`src/rtl/capture_fifo.sv`:
```
// Synchronous show-ahead FIFO of {tlast, tdata} entries with an occupancy count.
// Push and pop in the same cycle are both honoured, including when full.
module capture_fifo #(
    parameter  int W     = 33,
    parameter  int DEPTH = 16,
    localparam int AW    = $clog2(DEPTH)
) (
    input  logic          clk,
    input  logic          rst,
    input  logic          push_i,
    input  logic [W-1:0]  push_data_i,
    input  logic          pop_i,
    output logic [W-1:0]  rd_data_o,
    output logic [AW:0]   count_o
);

    localparam logic [AW:0] FULL = (AW + 1)'(DEPTH);

    logic [W-1:0]  mem_q [DEPTH];
    logic [AW-1:0] wr_ptr_q, rd_ptr_q;
    logic [AW:0]   count_q;
    logic          do_push, do_pop;

    assign do_pop    = pop_i && (count_q != '0);
    assign do_push   = push_i && ((count_q != FULL) || do_pop);
    assign rd_data_o = mem_q[rd_ptr_q];
    assign count_o   = count_q;

    // NOTE: storage has no reset; validity is carried entirely by the pointers and count.
    always_ff @(posedge clk) begin
        if (do_push) mem_q[wr_ptr_q] <= push_data_i;
    end

    // NOTE: sequential state uses non-blocking assignments so every register sees pre-edge values.
    always_ff @(posedge clk) begin
        if (rst) begin
            wr_ptr_q <= '0;
            rd_ptr_q <= '0;
            count_q  <= '0;
        end else begin
            if (do_push) wr_ptr_q <= wr_ptr_q + AW'(1);
            if (do_pop)  rd_ptr_q <= rd_ptr_q + AW'(1);
            case ({do_push, do_pop})
                2'b10:   count_q <= count_q + (AW + 1)'(1);
                2'b01:   count_q <= count_q - (AW + 1)'(1);
                default: count_q <= count_q;
            endcase
        end
    end

endmodule

```
`config.mk`:
```
export PLATFORM = sky130hd
export DESIGN_NAME = capture_fifo
export DESIGN_NICKNAME = d
export VERILOG_FILES = /design/src/rtl/capture_fifo.sv
export SDC_FILE = /design/constraint.sdc
export NUM_CORES = 1
export LEC_CHECK = 0
export CORE_UTILIZATION = 60
export CTS_CLUSTER_SIZE = 30
export DETAILED_ROUTE_END_ITERATION = 8
export PLACE_DENSITY = 0.78
export SLEW_MARGIN = 0
export SYNTH_ARGS = -nofsm -noshare
export SYNTH_HDL_FRONTEND = slang
export SYNTH_SLANG_ARGS = --single-unit
```
`constraint.sdc`:
```
create_clock -name clk -period 6.05 [get_ports clk]
set_input_delay 0.9075 -clock clk [delete_from_list [all_inputs] [get_ports clk]]
set_output_delay 0.9075 -clock clk [all_outputs]
set_load 0.005 [all_outputs]
```
== Word level (Yosys, flattened, before mapping) ==
Memories as Yosys holds them, arrays and structs flattened. A register that Yosys moved wholly into a read port is not among the register bits.
Cells that the tools add are included.

* Memories kept: 1
* Memory bits (writable): 528
* Bits of input ports: 37
* Output and inout port bits: 38
* Register bits after elaboration: 13

{| class="wikitable"
|+ Memory list
! name !! words !! bits a word !! read ports !! clocked after memory_dff !! write ports !! RTL line !! text
|-
| mem_q || 16 || 33 || 1 || 1 || 1 || 19 || <nowiki>logic [W-1:0] mem_q [DEPTH];</nowiki>
|}

* $add $sub $neg: 4
* Eq/ne operators: 3
* Reduce and logical (&&, ||, !) cells: 5
* Mux-type cells: 5

{| class="wikitable"
|+ Operators by type and width
! kind !! number
|-
| $pmux W5 S2 || 1
|-
| $add A4 B1 Y4 const B || 2
|-
| $mux W4 || 2
|-
| $add A5 B1 Y5 const B || 1
|-
| $ne A5 B5 Y1 const B || 1
|-
| $reduce_bool A5 Y1 || 1
|-
| $sub A5 B1 Y5 const B || 1
|-
| $eq A2 B1 Y1 const B || 1
|-
| $eq A2 B2 Y1 const B || 1
|-
| $logic_and A1 B1 Y1 || 2
|-
| $mux W1 || 2
|-
| $reduce_bool A2 Y1 || 1
|-
| $logic_or A1 B1 Y1 || 1
|}

== Longest topological paths before layout ==
* Depth after elaboration: 6
* Depth in mapped cells: 8

== Least setup slack after synthesis ==
OpenSTA, ideal clock, no wires.

* Path type: in2reg
* Start point: input push_i
* End point: memory mem_q[0][0], enable pin
* Path slack: 1.567 ns
* Stages: 4
* Arrival: 4.019 ns
* Library setup time: 0.464 ns
* Path through: clkbuf_1 a21boi_1 nand2_1 nor3_1

* Longest elaborated chain between the ends: 3

{| class="wikitable"
|+ Ends and longest elaborated chain
! element !! RTL line !! text
|-
| start, declared || 10 || <nowiki>input logic push_i,</nowiki>
|-
| $logic_and A1 B1 Y1 || 25 || <nowiki>assign do_push = push_i && ((count_q != FULL) || do_pop);</nowiki>
|-
| $mux W1 || 31 || <nowiki>if (do_push) mem_q[wr_ptr_q] <= push_data_i;</nowiki>
|-
| $mux W1 (not written as such) || 31 ||
|-
| end, declared || 19 ||
|}

No other way between the ends.

==> flow_metrics.env <==
export IMPL_yosys_area_share_simple=0.0216
export IMPL_met3_length_um=3190
export IMPL_htreeDepth=2
export IMPL_utilization=0.704
export IMPL_yosysMostFrequentCell="edfxtp_1"
export IMPL_cp_max_fo=46
export IMPL_antenna_found_initial=0
export IMPL_r2r_start="count_o[4]"
export IMPL_grt_first_pass_wirelength_um=65300
export IMPL_worst_setup_path_start_kind="flip-flop"
export IMPL_wl_per_cell_um=28.4
export IMPL_fillers=1922
export IMPL_status="finished, final reports clean"
export IMPL_hold_depth=2
export IMPL_synth_cell_types=43
export IMPL_rrSetupSlack_ns=3.22
export IMPL_synth_fp_nets=980
export IMPL_post_dp_hpwl_um=22100
export IMPL_design_area_um2=23800
export IMPL_setup_tns_ns=0
export IMPL_rsz0062_at_grt="no"
export IMPL_drc_errors=0
export IMPL_power_density_nw_per_um2=374
export IMPL_syn2layout_area_growth_pct=14.7
export IMPL_vias_per_cell=6.52
export IMPL_drv_slew=0
export IMPL_netlist_area_um2=20700
export IMPL_ios=75
export IMPL_synth_mux_area_frac=0.146
export IMPL_synthCells=934
export IMPL_core_area_um2=33800
export IMPL_synth_top_family_by_area="multiplexers"
export IMPL_leakagePower_nw=7.38
export IMPL_cp_required_ns=5.14
export IMPL_yosys_warnings=0
export IMPL_grt_overflow=0
export IMPL_track_usage=0.255
export IMPL_numCtsBuffers=51
export IMPL_cp_endpoint="rd_data_o[29]"
export IMPL_ctsHoldBuffers=0
export IMPL_worst_setup_path_end_kind="primary output"
export IMPL_fin_nets=1079
export IMPL_tightest_slew_ns=1.30
export IMPL_dieArea_um2=35300
export IMPL_ant_nets=0
export IMPL_gp_congestion=0.725
export IMPL_setup_viol=0
export IMPL_clock_latency_ns=0.61
export IMPL_drt_iter0_markers=1156
export IMPL_synth_compound_area_share=0.0316
export IMPL_finalHoldViolCount=0
export IMPL_clkSinkCount=545
export IMPL_hp_class="reg -> reg"
export IMPL_place_area_um2=22200
export IMPL_first_pass_iters=5
export IMPL_portBuffers=74
export IMPL_synthFlopType="edfxtp_1"
export IMPL_synth_xor_area_frac=0.00254
export IMPL_r2r_end="mem_q[4][18]"
export IMPL_wirelength_met1_um=16700
export IMPL_max_freq_mhz=226
export IMPL_antennaDiodeCount=0
export IMPL_synth_edf_count=528
export IMPL_cts_clk_slew_worst_paths_ns=0.06
export IMPL_fp_row_count=67
export IMPL_cts_resized=0
export IMPL_cts_buffer_depth=3
export IMPL_min_period_over_period=0.733
export IMPL_multiInputGateArea_um2=4430
export IMPL_routed_wl_um=43000
export IMPL_ys_seq_area_frac=0.781
export IMPL_vias=9891
export IMPL_slew_headroom=0.130
export IMPL_avgSynthCellArea_um2=22.2
export IMPL_skew_ns=0.0296
export IMPL_pre_cts_slack_ns=2.12
export IMPL_highest_layer="met4"
export IMPL_ys_async_sr_fraction=0
export IMPL_synth_commonest_cells="528 x edfxtp_1, 132 x mux4_2, 66 x a22oi_1"
export IMPL_start_util=0.614
export IMPL_fin_hold_ws_ns=0.566
export IMPL_route_met2_wl_um=22000
export IMPL_root_buffer="clkbuf_16"
export IMPL_synth_top_area_cell="edfxtp_1"
export IMPL_final_seq_area_um2=16200
export IMPL_ir_drop_mv=0.285
export IMPL_postCtsSetupBuffers=0
export IMPL_crit_arrival_ns=3.53
export IMPL_die_width_um=188
export IMPL_r2r_cells=4
export IMPL_min_period_ns=4.43
export IMPL_fin_ws_ns=1.62
export IMPL_synth_top_cells_by_area="edfxtp_1 76%, mux4_2 14%, a22oi_1 2.4%"
export IMPL_synth_top_area_share=0.765
export IMPL_cts_tree="built"
export IMPL_grt_pass1_vias=10379
export IMPL_path_class="reg -> out"
export IMPL_cap_violations=0
export IMPL_grt_start_max_net_pins=71
export IMPL_die_y_um=188
export IMPL_drive_gt1_frac=0.237
export IMPL_synthAdderAreaFrac=0.00579
export IMPL_ys_seq_elements=545
==> logic make-up after synthesis <==
group                    count (synthesis)
flip-flops                             545
multiplexers                           137
AND/OR/NAND/NOR                         94
AO/OA/AOI/OAI                           86
buffers and inverters                   57
adder cells (fa/ha/maj)                  9
XOR/XNOR                                 6
==> report_power, final <==
group / total, W / leakage, nW / switching (W) / internal [W]
logic: 0.00137 / 1.69 / 0.000594 / 0.000774
registers: 0.00440 / 4.91 / 0.000160 / 0.00424
clock network: 0.00312 / 0.783 / 0.00136 / 0.00176
total: 0.00889 / 7.38 / 0.00211 / 0.00678
==> cells in the final DEF (no fill, tap or decap), drive strengths merged, types with 3 or more instances in the layout <==
master	count
xnor2	3
o21a	4
buf	22
bufinv	5
a22oi	66
clkbuf	59
ha	8
mux4	132
nand2	38
mux2i	4
clkdlybuf4s50	74
dfxtp	17
nand2b	4
nor2	24
nor3	8
inv	10
xor2	3
nor2b	6
clkinv	20
o21ai	6
nand3	3
a21oi	4
edfxtp	528
==> worst min path at each step <==
stage | start | to | slack [ns]
2_1_floorplan | rd_ptr_q[2] | flip-flop | 0.51
3_3_place_gp | rd_ptr_q[0] | rd_ptr_q[0] | 0.55
3_5_place_dp | rd_ptr_q[2] | rd_ptr_q[2] | 0.54
4_1_cts | rd_ptr_q[2] | rd_ptr_q[2] | 0.57
5_1_grt | rd_ptr_q[2] | flip-flop | 0.60
6_report | rd_ptr_q[2] | rd_ptr_q[2] | 0.57
==> area by class of cell <==
type / instances / area share
clock buffers: 59 / 0.0549
clock inverters: 30 / 0.0127
inverters: 7 / 0.00111
multi-input cells: 332 / 0.186
flip-flops and latches: 545 / 0.681
well taps: 448 / 0.0236
repair buffers: 96 / 0.0397
==> routing by layer <==
layer / vias up / track usage
met3: 83 / 0.0430
met4: 0 / 0.0879
li1: 4133 / -
met1: 5182 / 0.349
met5: - / 0
met2: 493 / 0.425
==> per-stage QoR <==
stage | total power (W) | cells
detailed placement | 0.00585 | 1428
global route | 0.00919 | 1517
floorplan | 0.00533 | 934
global placement | 0.00582 | 1428
finish | 0.00889 | 1517
CTS | 0.00895 | 1517
==> critical path, cell delays in order, from the launching register on <==
cell	delay, ns
dfxtp_4	0.98
buf_12	0.39
mux4_2	0.60
a22oi_1	0.27
nand2_1	0.13
clkdlybuf4s50_1	0.46
==> flip-flops by register name, summed over array words and instances (netlist names), named ones only <==
signal and cells:
count_o 5, rd_ptr_q 4, wr_ptr_q 4, mem_q 528
(Power assumes the default switching activity.)
==> variant 1 (config.mk and constraints unchanged) <==
Make the reset (`rst`) asynchronous in one clocked block.
--- a/src/rtl/capture_fifo.sv
+++ b/src/rtl/capture_fifo.sv
@@ -34,3 +34,3 @@
     // NOTE: sequential state uses non-blocking assignments so every register sees pre-edge values.
-    always_ff @(posedge clk) begin
+    always_ff @(posedge clk or posedge rst) begin
         if (rst) begin
Function: differs if rst is asserted again (counterexample within 4 cycles, from zero or initial values and one cycle with rst high); with rst held inactive, the same outputs for 4 cycles.
==> variant 1 against the unedited design <==
  * Final cell count decreased by 5.3%
  * Design area decreased by 0.47%
  * Synthesized area is 0.49% higher
  * Wire length up 2.0%
  * Setup slack worse by 0.054 ns
  * Clock skew fell by 0.013 ns
  * First-iteration DRC count decreased by 11%
  * Register-to-register slack lost 0.24 ns
  * Sequential cell count shrank 4
  * Utilization fell by 0.51 points
  * Critical path depth shrank 1
  * Highest routed layer unchanged
Power is not compared: it rests on default switching activity, and its combinational part moved more than twofold at a synthesized area within 25%.
==> variant 1: results (changes against the unedited design) <==
The flow ran to the end, and the final reports show no timing, DRC or antenna violations. In this run the critical register-to-register path is launched from count_o[1]. The largest stage delay on the critical path is 0.93 ns (-0.05 ns).

The via count of the first global-routing pass came out at 9965 (-4.0%). The met2 track demand over resource came out at 0.429 (+0.00482). The insertion delay to the later sink of the worst-skew pair is 0.57 ns (-0.04 ns). The fraction of synthesized area in multiplexers came out at 0.180 (+0.0340). The post-route clock skew came to 0.0162 ns (-0.0134 ns).

The number of antenna violations at the first check in global routing is 1 (+1). The end of the worst register-to-register path is count_o[4]. The instance count of the mapped netlist is 852 (-8.8%).

The routed length per instance is 30.6 um (+7.7%). The setup slack of the most critical reg-to-reg path came out at 2.98 ns (-0.24 ns). The post-synthesis sequential area ratio came out at 0.777 (-0.00452). The distinct cell type count of the synthesized netlist came out at 41 (-4.7%). The net count of the finished layout came out at 993 (-8.0%).

The post-placement worst setup slack came to 2.10 ns (-0.0170 ns). The largest individual stage delay along the critical path comes from the cell sky130_fd_sc_hd__dfrtp_4. The wire length on met3 came out at 2.93 mm (-8.1%).

The adder and majority gate portion of the synthesized area is 0.00577 (-0.0000282). The proportion of register bits with asynchronous set or reset after synthesis is 0.0240 (+0.0240). The worst-case headroom to the max-slew limit came out at 0.165 (+0.0349). The most critical setup path has its endpoint at rd_data_o[32]. The number of cells on the worst hold path came out at 1 (-1). The placement-stage cell area came out at 22100 um^2 (-0.53%). The routed via count is 9397 (-5.0%). The detailed-routed wire length on met2 is 22.6 mm (+3.0%).

The length of routed wiring on met1 was 17.1 mm (+2.1%). In the synthesized netlist, the cells that appear most often are sky130_fd_sc_hd__edfxtp_1 (528), sky130_fd_sc_hd__mux4_2 (165), sky130_fd_sc_hd__clkbuf_1 (20). The proportion of layout cells with a drive suffix above 1 is 0.274 (+0.0376). The depth of the worst register-to-register path is 9 (+5). The met3 routing resource usage after global routing came out at 0.0428 (-0.000208). The synthesized-area fraction occupied by ao, oa, aoi and oai cells is 0.00703 (-0.0246). The final worst hold slack is 0.553 ns (-0.0135 ns). The share of the synthesized netlist area taken by xor and xnor gates is 0.00420 (+0.00167). The count of filler cells inserted in the layout came out at 1980 (+3.0%).

The first-pass GRT wire length is 64.5 mm (-1.2%). The maximum clock frequency came out at 223 MHz (-1.2%). The largest net degree at the start of global routing was 81 (+14%). The total instance count after detailed placement is 1342 (-6.0%).

The overall routing resource usage came to 0.254 (-0.00143). The startpoint of the tightest hold check path is wr_ptr_q[3]. The met1 capacity usage during global routing is 0.346 (-0.00210). The post-DP HPWL came out at 20.8 mm (-5.6%). The number of design-rule violations left by the first detailed-router iteration came out at 1030 (-11%). The worst hold path terminates at wr_ptr_q[3].
-- variant 1: changes by cell type after synthesis, moves of 13 or more --
cell,before,now
sky130_fd_sc_hd__a22oi_1,66,0
sky130_fd_sc_hd__and2_1,1,18
sky130_fd_sc_hd__dfrtp_1,0,13
sky130_fd_sc_hd__dfxtp_1,17,0
sky130_fd_sc_hd__mux4_2,132,165
sky130_fd_sc_hd__nand2_1,38,9
sky130_fd_sc_hd__nor2_1,24,5
-- variant 1: final cells by class --
| type | count | area, um^2 | share of cell area |
|---|---|---|---|
| antenna | 1 | 2.50 | 0.000106 |
| clock buffer | 63 | 1350 | 0.0572 |
| inverter | 9 | 33.8 | 0.00143 |
| clock inverter | 31 | 258 | 0.0109 |
| timing repair buffer | 86 | 868 | 0.0367 |
| tap | 448 | 561 | 0.0237 |
| multi-input combinational | 258 | 4400 | 0.186 |
| sequential | 541 | 16200 | 0.684 |
==> variant 2 (same settings) <==
Without the edit above. `DEPTH`: 16 -> 8.
--- a/src/rtl/capture_fifo.sv
+++ b/src/rtl/capture_fifo.sv
@@ -4,3 +4,3 @@
     parameter  int W     = 33,
-    parameter  int DEPTH = 16,
+    parameter  int DEPTH = 8,
     localparam int AW    = $clog2(DEPTH)
Ports: changed (resized count_o); port bits go from 75 to 74. The function was not compared with the original's and may differ.
==> variant 2 against the unedited design <==
  * Non-clock buffer count down 15
  * Total power is 43% lower
  * Synthesized area is 49% lower
  * Combinational power shrank 27%
  * Wire length shrank 56%
  * Setup slack better by 0.19 ns
  * Design area is 47% lower
  * Critical path depth decreased by 1
  * Register-to-register slack improved by 0.31 ns
  * Critical endpoint is now rd_data_o[17]
  * Sequential cell count shrank 268
==> variant 2: results (changes against the unedited design) <==
The overall routing resource usage came out at 0.220 (-0.0355). The insertion delay to the later sink of the worst-skew pair came to 0.52 ns (-0.09 ns). The largest fanout on the critical path is 48 (+4.3%). The number of nets produced by synthesis came out at 497 (-49%). The synthesized-area fraction occupied by ao, oa, aoi and oai cells came to 0.00920 (-0.0224).

The synthesized area per cell is 23.3 um^2 (+5.0%). The arrival time of the worst setup path came to 3.34 ns (-0.19 ns). The post-detailed-route via-to-cell ratio was 6.00 (-7.9%). After synthesis, the most frequently instantiated cells are sky130_fd_sc_hd__edfxtp_1 (264), sky130_fd_sc_hd__mux4_2 (66), sky130_fd_sc_hd__mux2_2 (33). The largest stage delay on the critical path came out at 0.96 ns (-0.02 ns).

The wire length on met3 came to 867 um (-73%). The post-placement worst setup slack is 2.24 ns (+0.121 ns). The number of antenna violations at the first check in global routing came out at 2 (+2). The number of H-tree levels was 1 (-1). The slew at the pin closest to its max-slew limit is 1.20 ns (-0.107 ns).

The total instance count after detailed placement came out at 741 (-48%). The leakage dissipation came out at 3.95 nW (-46%). Routed signal wires occupy layers up through met5. The detailed-routed wire length on met2 came out at 9.91 mm (-55%). After synthesis, the cell types taking the most area are sky130_fd_sc_hd__edfxtp_1 (75%), sky130_fd_sc_hd__mux4_2 (14%), sky130_fd_sc_hd__mux2_2 (3.5%), sky130_fd_sc_hd__dfxtp_1 (2.5%), sky130_fd_sc_hd__nor2_1 (0.53%).

The number of input and output port buffers inserted is 73 (-1.4%). The routability congestion estimate is 0.723 (-0.36%). The final standard cell count with taps included and fillers excluded is 790 (-48%).

The adder and majority gate portion of the synthesized area is 0.00661 (+0.000814). The post-synthesis sequential area ratio was 0.772 (-0.00902). The number of synthesized flops with an enable pin is 264 (-50%). The length of routed wiring on met1 is 7.50 mm (-55%). The via count of the first global-routing pass came out at 5052 (-51%).

The placement-stage cell area was 11600 um^2 (-48%). The post-DP HPWL came out at 9.89 mm (-55%). The total CTS buffers is 27 (-47%). The run finished with clean final reports. The post-route clock skew is 0.00912 ns (-0.0205 ns).

The proportion of layout cells with a drive suffix above 1 came out at 0.292 (+0.0554). The distinct cell type count of the synthesized netlist came out at 34 (-21%). The met1 capacity usage during global routing is 0.285 (-0.0632).

The worst supply voltage drop on vdd came to 0.319 mV (+12%). The routed wire length is 18.9 mm (-56%). The fraction of synthesized area in multiplexers came to 0.180 (+0.0342). The number of iterations in the first detailed-routing pass is 4 (-1).
[variant 2: layout make-up]
| class | count | area [um^2] |
|---|---|---|
| fillers | 986 | 4810 |
| multi-input cells | 154 | 2330 |
| inverters | 4 | 15.0 |
| well taps | 225 | 282 |
| clock inverters | 17 | 184 |
| flip-flops and latches | 277 | 8200 |
| clock buffers | 32 | 694 |
| repair buffers | 81 | 791 |
[variant 2: final timing paths]
check | start | slack, ns | cells past startpoint | end
hold reg to reg | rd_ptr_q[2] | 0.52 | 2 | flop
hold / removal | rd_ptr_q[2] | 0.52 | 2 | flop
setup reg to reg | count_o[0] | 3.53 | 4 | mem_q[4][24]
setup / recovery | flop | 1.80 | 4 | rd_data_o[17]
[variant 2: report_power, final]
| group | internal (mW) | switching [mW] |
|---|---|---|
| Combinational | 0.669 | 0.329 |
| Clock | 0.988 | 0.656 |
| Sequential | 2.21 | 0.181 |
| Total | 3.86 | 1.17 |
